==> src/rtl/seq_divider_28by14_if.sv <==
// Start/busy/valid handshake and operand/result bus between a controller and the
// sequential divider.
interface seq_divider_28by14_if #(
    parameter int unsigned DIVIDEND_W = 28,
    parameter int unsigned DIVISOR_W  = 14
);
    logic                  start;
    logic [DIVIDEND_W-1:0] dividend;
    logic [DIVISOR_W-1:0]  divisor;
    logic                  busy;
    logic                  valid;
    logic [DIVIDEND_W-1:0] quotient;
    logic [DIVISOR_W-1:0]  remainder;
    logic                  div_by_zero;

    modport master (
        output start, dividend, divisor,
        input  busy, valid, quotient, remainder, div_by_zero
    );

    modport slave (
        input  start, dividend, divisor,
        output busy, valid, quotient, remainder, div_by_zero
    );
endinterface

==> src/rtl/seq_divider_28by14.sv <==
// Iterative restoring divider: one quotient bit per clock, ripple-borrow subtractor,
// start/busy/valid handshake. Results are held until the next completion or reset.
module seq_divider_28by14 #(
    parameter int unsigned DIVIDEND_W = 28,
    parameter int unsigned DIVISOR_W  = 14
) (
    input  logic                  clk,
    input  logic                  reset,
    seq_divider_28by14_if.slave   bus
);
    localparam int unsigned    CntW     = $clog2(DIVIDEND_W);
    localparam logic [CntW-1:0] LastIter = CntW'(DIVIDEND_W - 1);

    typedef enum logic [1:0] {StIdle, StCalc, StDone} state_e;

    state_e                r_state;
    state_e                w_state_next;
    logic [CntW-1:0]       r_cnt;
    // P never exceeds divisor-1 after an iteration, so its top bit is always zero.
    logic [DIVISOR_W-1:0]  r_p;
    logic [DIVIDEND_W-1:0] r_d;
    logic [DIVIDEND_W-1:0] r_q;
    logic [DIVISOR_W-1:0]  r_divisor;
    logic [DIVIDEND_W-1:0] r_quotient;
    logic [DIVISOR_W-1:0]  r_remainder;
    logic                  r_dbz;

    logic [DIVISOR_W:0]    w_t;
    logic [DIVISOR_W-1:0]  w_diff;
    logic [DIVISOR_W-1:0]  w_nb;
    logic [DIVISOR_W-1:0]  w_p_next;
    logic                  w_no_borrow;
    logic                  w_accept;

    assign w_t  = {r_p, r_d[DIVIDEND_W-1]};
    assign w_nb = ~r_divisor;

    // T + ~{0,divisor} + 1 via full adders; the MSB stage adds a constant 1, so
    // its carry reduces to t_msb | carry_in.
    always_comb begin : ripple_sub
        logic carry;
        carry  = 1'b1;
        w_diff = '0;
        for (int i = 0; i < int'(DIVISOR_W); i++) begin
            w_diff[i] = w_t[i] ^ w_nb[i] ^ carry;
            carry     = (w_t[i] & w_nb[i]) | (carry & (w_t[i] ^ w_nb[i]));
        end
        w_no_borrow = w_t[DIVISOR_W] | carry;
    end

    assign w_p_next = w_no_borrow ? w_diff : w_t[DIVISOR_W-1:0];
    assign w_accept = bus.start && (r_state != StCalc);

    always_comb begin
        w_state_next = r_state;
        unique case (r_state)
            StIdle, StDone: begin
                if (bus.start) begin
                    w_state_next = (bus.divisor == '0) ? StDone : StCalc;
                end else begin
                    w_state_next = StIdle;
                end
            end
            StCalc: begin
                if (r_cnt == LastIter) begin
                    w_state_next = StDone;
                end
            end
            default: w_state_next = StIdle;
        endcase
    end

    always_ff @(posedge clk) begin
        if (reset) begin
            r_state     <= StIdle;
            r_cnt       <= '0;
            r_p         <= '0;
            r_d         <= '0;
            r_q         <= '0;
            r_divisor   <= '0;
            r_quotient  <= '0;
            r_remainder <= '0;
            r_dbz       <= 1'b0;
        end else begin
            r_state <= w_state_next;
            if (w_accept) begin
                r_cnt     <= '0;
                r_p       <= '0;
                r_q       <= '0;
                r_d       <= bus.dividend;
                r_divisor <= bus.divisor;
                if (bus.divisor == '0) begin
                    r_quotient  <= '1;
                    r_remainder <= '0;
                    r_dbz       <= 1'b1;
                end
            end else if (r_state == StCalc) begin
                r_cnt <= r_cnt + 1'b1;
                r_p   <= w_p_next;
                r_d   <= {r_d[DIVIDEND_W-2:0], 1'b0};
                r_q   <= {r_q[DIVIDEND_W-2:0], w_no_borrow};
                if (r_cnt == LastIter) begin
                    r_quotient  <= {r_q[DIVIDEND_W-2:0], w_no_borrow};
                    r_remainder <= w_p_next;
                    r_dbz       <= 1'b0;
                end
            end
        end
    end

    assign bus.busy        = (r_state == StCalc);
    assign bus.valid       = (r_state == StDone);
    assign bus.quotient    = r_quotient;
    assign bus.remainder   = r_remainder;
    assign bus.div_by_zero = r_dbz;
endmodule

==> src/flat_wrapper.sv <==
// flat-port wrapper written by rule: the top's interface ports become plain ports
module seq_divider_28by14_flat 
#(
    parameter int unsigned DIVIDEND_W = 28,
    parameter int unsigned DIVISOR_W  = 14
)
  (clk, reset, bus_start, bus_dividend, bus_divisor, bus_busy, bus_valid, bus_quotient, bus_remainder, bus_div_by_zero);
  seq_divider_28by14_if #(.DIVIDEND_W(DIVIDEND_W), .DIVISOR_W(DIVISOR_W)) bus_i ();
  input  logic clk;
  input  logic reset;
  input wire logic [$bits(bus_i.start)-1:0] bus_start;
  input wire logic [$bits(bus_i.dividend)-1:0] bus_dividend;
  input wire logic [$bits(bus_i.divisor)-1:0] bus_divisor;
  output wire logic [$bits(bus_i.busy)-1:0] bus_busy;
  output wire logic [$bits(bus_i.valid)-1:0] bus_valid;
  output wire logic [$bits(bus_i.quotient)-1:0] bus_quotient;
  output wire logic [$bits(bus_i.remainder)-1:0] bus_remainder;
  output wire logic [$bits(bus_i.div_by_zero)-1:0] bus_div_by_zero;
  assign bus_i.start = bus_start;
  assign bus_i.dividend = bus_dividend;
  assign bus_i.divisor = bus_divisor;
  assign bus_busy = bus_i.busy;
  assign bus_valid = bus_i.valid;
  assign bus_quotient = bus_i.quotient;
  assign bus_remainder = bus_i.remainder;
  assign bus_div_by_zero = bus_i.div_by_zero;
  seq_divider_28by14 #(.DIVIDEND_W(DIVIDEND_W), .DIVISOR_W(DIVISOR_W)) u_core (.clk(clk), .reset(reset), .bus(bus_i));
endmodule
==> config.mk <==
export PLATFORM = sky130hd
export DESIGN_NAME = seq_divider_28by14_flat
export DESIGN_NICKNAME = d
export VERILOG_FILES = /design/src/rtl/seq_divider_28by14_if.sv /design/src/rtl/seq_divider_28by14.sv /design/src/flat_wrapper.sv
export SDC_FILE = /design/constraint.sdc
export NUM_CORES = 1
export LEC_CHECK = 0
export ABC_AREA = 1
export CAP_MARGIN = 20
export CORE_ASPECT_RATIO = 0.5
export CORE_MARGIN = 2
export CORE_UTILIZATION = 56
export CTS_CLUSTER_DIAMETER = 100
export CTS_CLUSTER_SIZE = 24
export DETAILED_ROUTE_END_ITERATION = 10
export GPL_TIMING_DRIVEN = 0
export MAX_ROUTING_LAYER = met4
export PLACE_DENSITY = 0.82
export SETUP_SLACK_MARGIN = 0.2
export SLEW_MARGIN = 5
export SYNTH_ARGS = -nofsm -noshare
export SYNTH_HDL_FRONTEND = slang
export SYNTH_SLANG_ARGS = --single-unit
==> constraint.sdc <==
create_clock -name clk -period 18.27 [get_ports clk]
set_clock_uncertainty 0.2 [all_clocks]
set_input_delay 5.481 -clock clk [delete_from_list [all_inputs] [get_ports clk]]
set_output_delay 5.481 -clock clk [all_outputs]
set_load 0.01 [all_outputs]
Word level (Yosys, flattened, before mapping)
Index checks and enable logic that the tools add are counted.
{"block": "word_totals", "register_bits": 133, "input_bits": 45, "output_inout_bits": 45, "word_cells": 114}
{"block": "op_classes", "n_addsub": 1, "n_eq_ne": 6, "mux": 19, "n_bitwise": 71, "reduce_logical": 8}
{"operator": "$mux 28", "count": 6}
{"operator": "$mux 14", "count": 5}
{"operator": "$and 1x1->1", "count": 27}
{"operator": "$xor 1x1->1", "count": 27}
{"operator": "$or 1x1->1", "count": 15}
{"operator": "$logic_not 14->1", "count": 1}
{"operator": "$not 14->14", "count": 1}
{"operator": "$mux 2", "count": 3}
{"operator": "$add 5x1->5 const B", "count": 1}
{"operator": "$eq 5x5->1 const B", "count": 1}
{"operator": "$mux 1", "count": 4}
{"operator": "$ne 2x1->1 const B", "count": 2}
{"operator": "$pmux 2 s2", "count": 1}
{"operator": "$reduce_bool 2->1", "count": 2}
{"operator": "$reduce_or 2->1", "count": 2}
{"operator": "$reduce_and 3->1", "count": 1}
{"operator": "$eq 2x1->1 const B", "count": 1}
{"operator": "$eq 2x2->1 const B", "count": 1}
{"operator": "$logic_not 2->1", "count": 1}
{"operator": "$ne 2x2->1 const B", "count": 1}
{"operator": "$logic_and 1x1->1", "count": 1}
{"operator": "$not 1->1", "count": 1}

Depth between registers and ports, before layout
Gate-level depths: netlist (run 1).
{"block": "logic_depth", "word_depth": 34, "depth_mapped": 25, "depth_no_buf": 23}

Worst setup path after synthesis (run 1)
OpenSTA, ideal clock, no wires.
{"block": "synth_timing", "kind": "flip-flop to flip-flop", "start": "register u_core.r_d[27]", "end": "register u_core.r_remainder[10], in the netlist u_core.bus.remainder[10]", "setup_ns": 0.114, "t_arrival_ns": 6.751, "required_time_ns": 17.956, "slack_ns": 11.205, "path_stages_with_launch": 26, "path_buffers": 2, "synth_period_minus_slack_ns": 7.065, "path_cell_list": "dfxtp_1 -> inv_1 -> ha_1 -> fa_1 -> fa_1 -> fa_1 -> fa_1 -> fa_1 -> fa_1 -> fa_1 -> fa_1 -> fa_1 -> fa_1 -> inv_1 -> fa_1 -> fa_1 -> inv_1 -> fa_1 -> nand2_1 -> buf_2 -> clkbuf_1 -> nand2_1 -> o21ai_0 -> nor2_1 -> nand3_1 -> nand2_1"}
{"block": "synth_between", "elab_chain_len": 33, "word_cells_on_any_way": 35, "cone_classes": "mux: 4; bitwise: 31"}
{"element": "start, declared", "line_no": "seq_divider_28by14.sv:21", "source": "logic [DIVIDEND_W-1:0] r_d;"}
{"element": "start signal, assigned", "line_no": "seq_divider_28by14.sv:90", "source": "r_d <= bus.dividend;"}
{"element": "start signal, assigned", "line_no": "seq_divider_28by14.sv:100", "source": "r_d <= {r_d[DIVIDEND_W-2:0], 1'b0};"}
{"element": "$and 1x1->1 or $xor 1x1->1 (tied branches)", "line_no": "seq_divider_28by14.sv:46", "source": "carry = (w_t[i] & w_nb[i]) | (carry & (w_t[i] ^ w_nb[i]));"}
{"element": "$or 1x1->1 *", "line_no": "seq_divider_28by14.sv:46"}
{"element": "$and 1x1->1 *", "line_no": "seq_divider_28by14.sv:46"}
{"element": "$or 1x1->1 *", "line_no": "seq_divider_28by14.sv:46"}
{"element": "$and 1x1->1 *", "line_no": "seq_divider_28by14.sv:46"}
{"element": "$or 1x1->1 *", "line_no": "seq_divider_28by14.sv:46"}
{"element": "$and 1x1->1 *", "line_no": "seq_divider_28by14.sv:46"}
{"element": "$or 1x1->1 *", "line_no": "seq_divider_28by14.sv:46"}
{"element": "(+17 left out)"}
{"element": "$or 1x1->1", "line_no": "seq_divider_28by14.sv:46"}
{"element": "$and 1x1->1", "line_no": "seq_divider_28by14.sv:46"}
{"element": "$or 1x1->1", "line_no": "seq_divider_28by14.sv:46"}
{"element": "$or 1x1->1", "line_no": "seq_divider_28by14.sv:48", "source": "w_no_borrow = w_t[DIVISOR_W] | carry;"}
{"element": "$mux 14 *", "line_no": "seq_divider_28by14.sv:51", "source": "assign w_p_next = w_no_borrow ? w_diff : w_t[DIVISOR_W-1:0];"}
{"element": "$mux 14 *", "line_no": "seq_divider_28by14.sv:102", "source": "if (r_cnt == LastIter) begin"}
{"element": "$mux 14 *", "line_no": "seq_divider_28by14.sv:97", "source": "end else if (r_state == StCalc) begin"}
{"element": "$mux 14 *", "line_no": "seq_divider_28by14.sv:86", "source": "if (w_accept) begin"}
{"element": "end signal, assigned", "line_no": "seq_divider_28by14.sv:104", "source": "r_remainder <= w_p_next;"}
{"element": "end, declared", "line_no": "seq_divider_28by14.sv:25", "source": "logic [DIVISOR_W-1:0] r_remainder;"}
Mark *: on every way between the ends. The rest lies on a longest branch, timed or not. The select of a mux whose other input is x is not followed.
A chain may end at the register's enable or synchronous reset.

Final worst setup path (run 1)
{"block": "layout_timing", "start": "register u_core.r_d[27]", "end": "register u_core.r_remainder[0], in the netlist u_core.bus.remainder[0]"}
{"block": "layout_between", "elab_chain_len": 33, "word_cells_on_any_way": 35, "cone_classes": "mux: 4; bitwise: 31"}
{"element": "$and 1x1->1 or $xor 1x1->1 (tied branches)", "line_no": "seq_divider_28by14.sv:46, seq_divider_28by14.sv:45"}
{"element": "$or 1x1->1", "line_no": "seq_divider_28by14.sv:46"}
{"element": "$and 1x1->1", "line_no": "seq_divider_28by14.sv:46"}
{"element": "$or 1x1->1", "line_no": "seq_divider_28by14.sv:46"}
{"element": "$and 1x1->1", "line_no": "seq_divider_28by14.sv:46"}
{"element": "$or 1x1->1", "line_no": "seq_divider_28by14.sv:46"}
{"element": "$and 1x1->1", "line_no": "seq_divider_28by14.sv:46"}
{"element": "$or 1x1->1", "line_no": "seq_divider_28by14.sv:46"}
{"element": "(+17 left out)"}
{"element": "$or 1x1->1", "line_no": "seq_divider_28by14.sv:46"}
{"element": "$and 1x1->1", "line_no": "seq_divider_28by14.sv:46"}
{"element": "$or 1x1->1", "line_no": "seq_divider_28by14.sv:46"}
{"element": "$or 1x1->1", "line_no": "seq_divider_28by14.sv:48"}
{"element": "$mux 14 *", "line_no": "seq_divider_28by14.sv:51"}
{"element": "$mux 14 *", "line_no": "seq_divider_28by14.sv:102"}
{"element": "$mux 14 *", "line_no": "seq_divider_28by14.sv:97"}
{"element": "$mux 14 *", "line_no": "seq_divider_28by14.sv:86"}
Marks and branches as above.

==> results of run 1 <==
-- cells by family (layout without fill, tap and decap cells) --
group,Yosys count,after routing
simple gates,355,355
buf+inv,148,268
flops,133,133
compound gates,128,128
fa+ha+maj,15,15
xor+xnor,3,3
-- layer usage --
| metal | part of all wire | routed length [um] |
|---|---|---|
| met5 | 0 | 0 |
| met2 | 0.47 | 7230 |
| met4 | 0.026 | 394 |
| met1 | 0.45 | 6830 |
| met3 | 0.057 | 874 |
-- cells in the final DEF, fill, tap and decap left out, types with 2 or more instances in the layout --
master           instances
nand4_1                 34
buf_1                    9
buf_4                    3
o221ai_1                24
dfxtp_1                133
nand2_1                178
clkdlybuf4s50_1         89
xor2_1                   2
bufinv_16                5
nor2_1                  62
clkbuf_1                25
ha_1                     2
buf_2                   17
o22ai_1                  2
clkbuf_8                 2
nand3_1                 45
nand2_4                  2
inv_1                   89
fa_1                    13
a21oi_1                 54
clkinv_4                 2
clkinvlp_4               2
clkbuf_16               17
o21ai_0                 46
buf_6                    2
inv_2                    2
or2_2                   27
clkinv_2                 2
-- power by group through the flow --
stage	Clock [uW]	Sequential [uW]	Combinational, uW
floorplan	0	309	67.5
detailed placement	0	311	98.0
finish	381	305	102
global placement	0	310	96.0
global route	394	305	115
CTS	381	305	101
-- metrics by stage --
| stage | hold WS [ns] | cells |
|---|---|---|
| floorplan | 0.236 | 782 |
| global placement | 0.245 | 1011 |
| detailed placement | 0.249 | 1011 |
| CTS | 0.258 | 1042 |
| global route | 0.273 | 1042 |
| finish | 0.263 | 1042 |
-- area by class of cell --
cell class | count | area [um2] | share of cell area
plain buffers | 56 | 258 | 0.0337
clock buffers | 19 | 453 | 0.0593
clock inverters | 12 | 201 | 0.0264
inverters | 92 | 348 | 0.0455
multi-input cells | 501 | 2650 | 0.347
flip-flops and latches | 133 | 2660 | 0.349
well taps | 140 | 175 | 0.0229
repair buffers | 89 | 891 | 0.117
-- state kept, by name, indices dropped and copies added, names as in the netlist, 2 cells and up --
register,flops
u_core.bus.quotient,28
u_core.r_d,28
u_core.r_q,27
u_core.bus.remainder,14
u_core.r_divisor,14
u_core.r_p,14
u_core.r_cnt,5
u_core.r_state,2
-- worst paths after layout --
| path | start | to | depth (start not counted) |
|---|---|---|---|
| setup / recovery | u_core.r_d[27] | u_core.bus.remainder[0] | 24 |
| hold / removal | u_core.r_q[26] | u_core.r_q[26] | 2 |
| setup reg to reg | u_core.r_d[27] | u_core.bus.remainder[0] | 24 |
| hold reg to reg | u_core.r_q[26] | u_core.r_q[26] | 2 |
-- worst reg2reg max path: cells and delay by family, from the launching register on --
family	cells	cell delay, ns
AO/OA/AOI/OAI	1	0.26
flip-flops	1	0.33
adder cells (fa/ha/maj)	14	5.69
AND/OR/NAND/NOR	4	0.41
buffers and inverters	5	0.83
==> summary.txt, run 1 <==
Status
  • Status: complete, no violations

Critical path
  • CP top delay family: adder cells
  • CP startpoint kind: flip-flop
  • CP Capture Type: flip-flop
  • CP arrival: ~7.9 ns
  • Critical path class: flip-flop to flip-flop
  • CP max-delay cell: fa_1
  • Critical Path Max Stage Delay: ~0.5 ns
  • Worst path bufs/invs: 5
  • Critical Path RT: ~18 ns
  • CP most frequent cell: fa_1
  • Critical-path cell list: inv_1, ha_1, fa_1, fa_1, fa_1, fa_1, fa_1, fa_1, fa_1, fa_1, fa_1, fa_1, inv_1, fa_1, fa_1, inv_1, fa_1, nand2_1, buf_2, clkbuf_1, o21ai_0, nor2_1, nand3_1, nand2_1
  • R2R setup slack: ~10 ns
  • Crit-path max FO: 10

Global routing
  • GR Util met3: 0.0560
  • GR Overflow Total: 0
  • First-pass GRT wire length: roughly 26000 um
  • Met2 GRT Util: 0.467
  • Routing usage on met1: 0.367
  • Largest net degree at the start of global routing: 17
  • Total track usage: 0.294
  • Initial antenna violation count: 0
  • Global routing's busiest layer: met2
  • Vias in the first global route: between 5000 and 6000

Drt
  • Number of remaining DRC errors: 0
  • Total Wirelength: approximately 15000 um
  • Via count: roughly 5700
  • 1st-iter DRT viols: 411
  • Final antenna-violating net count: 0
  • Pre-antenna DRT Iters: 5
  • DR WL/cell: approximately 15 um
  • Vias per inst: roughly 5.4

Synthesis
  • Post-Synth Simple-Gate Area: 0.271
  • Post-synthesis mux area share: 0
  • Commonest cells post-synth: nand2_1, dfxtp_1, inv_1, nor2_1, a21oi_1
  • Cell variety after synth: 32
  • Most frequent cell after synthesis: nand2_1
  • Main flop type after synthesis: dfxtp_1
  • Share of the synthesized area in the top cell type: 0.450
  • Synth Register Bits: between 100 and 150
  • Post-Syn Instances: slightly below 800
  • Sequential fraction of the synthesis area: 0.450
  • Synthesized area: slightly below 0.006 mm2
  • Ys async rst share: 0
  • Mapped Avg Cell Area: approximately 7.6 um2
  • Post-Synth XOR/XNOR Area: 0.00444
  • Adder-Cell Fraction of Synth Area: 0.0482
  • Largest family of logic cells by synthesized area: simple AND/OR/NAND/NOR gates
  • Ys Warns: 0
  • Yosys top cell by area: dfxtp_1
  • Compound-Gate Fraction of Synth Area: 0.124
  • Ranking of synthesized cells by area: dfxtp_1, nand2_1, inv_1
  • Number of synthesized flops with an enable pin: 0
  • Post-synthesis net count: 842

Final layout
  • Antenna cells: 0
  • Area Overhead vs Synth: 29.1%
  • Post-layout util: 0.746
  • Nets: between 900 and 1000
  • Share of cells above drive strength 1: 0.0987
  • Design Area, Final: roughly 0.0076 mm2
  • Fillers: 778

Floorplanning
  • Initial Util: 0.578
  • Die W: 149 um
  • Placeable Area: about 0.010 mm2
  • Die Ht: approximately 77 um
  • Std-Cell Rows: 26
  • Die area: between 0.01 and 0.015 mm2
  • Top-level port count: 90

STA
  • Slew @ Worst Pin: between 0.6 and 0.7 ns
  • Max_slew headroom: 0.564
  • Highest clock rate: between 100 and 150 MHz
  • Slack of the critical path: 10.48 ns
  • Post-layout minimum cycle time: about 7.8 ns
  • RSZ-0062 raised after global routing: no
  • Final setup viols: 0
  • Final period util: 0.426
  • Max-slew violation count: 0
  • Fin. Hold Viols: 0
  • Setup Total Neg Slack: 0 ns

Clock network
  • Worst-Skew Late Latency: approximately 0.42 ns
  • CTS Root Cell: clkbuf_16
  • Clk buf depth: 2
  • Clock buffer count from CTS: 17
  • CTS resizes: 0
  • Postcts setup bufs: 0
  • # hold bufs at CTS: 0
  • CTS sink count: 133
  • H-tree levels: 4
  • Clock tree from TritonCTS: built
  • Clock-pin slew on the worst setup and hold paths: ~0.060 ns

Power
  • P_sw: 201 uW
  • Lkg Pwr: around 0.0033 uW
  • Combinational power share: 0.130
  • Total Power: between 700 and 800 uW
  • Max VDD drop: between 50 and 60 uV
  • Internal: a little under 600 uW
  • Pwr Density: 103 mW/mm2
  • Sequential share of power: 0.387
  • Sw Share: 0.255
  • Clock network power share: 0.484

Placement
  • Input/output buffers: between 80 and 90
  • Placed instance area: 0.00699 mm2
  • Dpl ws: approximately 11 ns
  • Final HPWL from detailed placement: between 10000 and 15000 um
  • RD Place Congestion: between 0.9 and 1

Flow run
  • Total of max-cap violations: 0

Hold path
  • HP Class: flip-flop to flip-flop
Note: power is estimated with default switching activity, not from simulation.
==> run 2, diff against run 1 <==
Settings changed: CORE_UTILIZATION 56 to 54, PLACE_DENSITY 0.82 to 0.8.
Clock period 18.27 ns to 7.95 ns, I/O delays scaled along.
==> run 2 against run 1 <==
  * Largest cell class unchanged
  * Sequential power is 130% higher
  * Power rose by 120%
  * Worst setup slack worse by 9.9 ns
  * Highest routed layer unchanged
  * Sequential share of layout area increased by 0.24 points
  * Register-to-register slack got worse by 9.9 ns
  * Utilization fell by 1.9 points
  * Routed wire length decreased by 0.72%
  * Critical path type unchanged
  * Design area is 0.67% lower
==> summary.txt, run 2 (synthesized netlist as in run 1, its figures left out) <==
STA
  • Max-slew violation count: 0 (unchanged)
  • Final period util: 0.928 (was 0.426)
  • Slack of the critical path: 0.572 ns (was 10.48 ns)
  • RSZ-0062 raised after global routing: no (unchanged)
  • Slew @ Worst Pin: 0.635 ns (was 0.654 ns)
  • Final setup viols: 0 (unchanged)
  • Post-layout minimum cycle time: 7.38 ns (was 7.79 ns)
  • Fin. Hold Viols: 0 (unchanged)
  • Highest clock rate: 136 MHz (was 128 MHz)
  • Setup Total Neg Slack: 0 ns (unchanged)
  • Max_slew headroom: 0.577 (was 0.564)
  • Fin Hold WS: 0.274 ns (was 0.263 ns)

Floorplanning
  • Top-level port count: 90 (unchanged)
  • Die W: 152 um (was 149 um)
  • Std-Cell Rows: 26 (unchanged)
  • Die Ht: 78.0 um (was 76.7 um)
  • Initial Util: 0.567 (was 0.578)
  • Placeable Area: 0.0104 mm2 (was 0.0102 mm2)
  • Die area: 0.0119 mm2 (was 0.0115 mm2)

Critical path
  • Reg2reg start: u_core.r_d[27] (unchanged)
  • Critical Path Max Stage Delay: 0.48 ns (was 0.51 ns)
  • Critical Path RT: 8.06 ns (was 18.43 ns)
  • Critical path class: flip-flop to flip-flop (unchanged)
  • CP arrival: 7.48 ns (was 7.94 ns)
  • R2R Path End: u_core.bus.remainder[5] (was u_core.bus.remainder[0])
  • CP most frequent cell: fa_1 (unchanged)
  • CP startpoint kind: flip-flop (unchanged)
  • CP Capture Type: flip-flop (unchanged)
  • Crit-path max FO: 10 (unchanged)
  • R2R setup slack: 0.57 ns (was 10.48 ns)
  • CP max-delay cell: fa_1 (unchanged)
  • Number of cells on the worst reg-to-reg path: 25 (was 24)

Clock network
  • Clk buf depth: 2 (unchanged)
  • Clock buffer count from CTS: 17 (unchanged)
  • CTS Root Cell: clkbuf_16 (unchanged)
  • Worst-Skew Late Latency: 0.42 ns (about the same)
  • # hold bufs at CTS: 0 (unchanged)
  • Postcts setup bufs: 0 (unchanged)
  • CTS resizes: 0 (unchanged)
  • H-tree levels: 4 (unchanged)
  • Clock tree from TritonCTS: built (unchanged)
  • Clock-pin slew on the worst setup and hold paths: 0.06 ns (about the same)
  • CTS sink count: 133 (unchanged)

Placement
  • Placed cells: 1011 (unchanged)
  • Dpl ws: 0.357 ns (was 10.60 ns)
  • Input/output buffers: 89 (unchanged)
  • Placed instance area: 0.00699 mm2 (unchanged)
  • RD Place Congestion: 0.906 (was 0.918)
  • Final HPWL from detailed placement: 10600 um (was 10300 um)

Final layout
  • Share of cells above drive strength 1: 0.103 (was 0.0987)
  • Fillers: 811 (was 778)
  • Commonest non-fill, non-tap cell in the layout: nand2_1 (unchanged)
  • Design Area, Final: 0.00759 mm2 (was 0.00764 mm2)
  • Multi-input gate area: 0.00265 mm2 (about the same)
  • Area Overhead vs Synth: 28.2% (was 29.1%)
  • Antenna cells: 0 (unchanged)
  • Most frequent cells in the layout: nand2_1, dfxtp_1, inv_1, clkdlybuf4s50_1, nor2_1 (unchanged)
  • Final Non-Filler Cells: 1043 (was 1042)
  • Nets: 950 (unchanged)
  • Register area: 0.00266 mm2 (unchanged)

Global routing
  • Largest net degree at the start of global routing: 17 (unchanged)
  • Vias in the first global route: 5442 (was 5466)
  • Total track usage: 0.274 (was 0.294)
  • First-pass GRT wire length: 25800 um (was 26000 um)
  • Initial antenna violation count: 0 (unchanged)
  • GR Overflow Total: 0 (unchanged)

Drt
  • 1st-iter DRT viols: 409 (was 411)
  • Total Wirelength: 15200 um (was 15300 um)
  • Vias per inst: 5.39 (was 5.45)
  • Via count: 5621 (was 5676)
  • Number of remaining DRC errors: 0 (unchanged)
  • DR WL/cell: 14.6 um (was 14.7 um)
  • Final antenna-violating net count: 0 (unchanged)
  • Pre-antenna DRT Iters: 6 (was 5)

Power
  • Lkg Pwr: 0.00326 uW (was 0.00329 uW)
  • Max VDD drop: 148 uV (was 57.5 uV)
  • Pwr Density: 227 mW/mm2 (was 103 mW/mm2)

Status
  • Status: complete, no violations (unchanged)

Hold path
  • Hold depth: 2 (unchanged)
  • Hold Startpoint: u_core.r_q[22] (was u_core.r_q[26])
  • HP Class: flip-flop to flip-flop (unchanged)
  • WHS Endpoint: u_core.r_q[23] (was u_core.r_q[26])

Flow run
  • Total of max-cap violations: 0 (unchanged)
-- run 2: how the worst max path moves through the flow --
stage | startpoint | slack, ns | to | cells past startpoint
after floorplan | u_core.r_d[27] | 0.88 | u_core.bus.remainder[10] | 25
after global placement | u_core.r_d[27] | 0.44 | u_core.bus.remainder[5] | 25
after detailed placement | u_core.r_d[27] | 0.36 | u_core.bus.remainder[5] | 25
after CTS | u_core.r_d[27] | 0.24 | u_core.bus.remainder[10] | 25
after global routing | u_core.r_d[27] | 0.20 | u_core.bus.remainder[5] | 25
final | u_core.r_d[27] | 0.57 | u_core.bus.remainder[5] | 25
-- run 2: through the flow --
stage	power, uW	util
global placement	935	0.669
global route	1790	0.727
finish	1720	0.727
floorplan	866	-
detailed placement	942	0.669
CTS	1720	0.726
-- run 2: layout make-up --
| cell class | instances | area share |
|---|---|---|
| sequential | 133 | 0.351 |
| multi-input combinational | 501 | 0.350 |
| timing repair buffer | 89 | 0.117 |
| clock buffer | 18 | 0.0579 |
| inverter | 92 | 0.0458 |
| buffer | 56 | 0.0350 |
| tap | 140 | 0.0231 |
| clock inverter | 14 | 0.0203 |
-- run 2: per-layer routing --
layer / share of wire / vias to the layer above / wire length, um / track usage
met3: 0.054 / 24 / 825 / 0.0508
met4: 0.016 / 0 / 240 / 0.0935
met5: 0 / - / 0 / -
met2: 0.47 / 176 / 7110 / 0.447
met1: 0.46 / 2678 / 7040 / 0.349
li1: - / 2743 / - / -
-- run 2: critical path, delay by kind of cell (launching register included) --
kind	cells	cell delay, ns
adders and majority gates	14	5.61
buffers and inverters	5	0.59
and+or+nand+nor	5	0.38
DFF	1	0.33
AOI/OAI and AO/OA	1	0.14
-- run 2: power breakdown --
part / switching [uW] / total (uW) / internal [uW]
sequential: 11.8 / 700 / 688
combinational: 147 / 238 / 91.7
clock: 313 / 786 / 473
total: 472 / 1720 / 1250
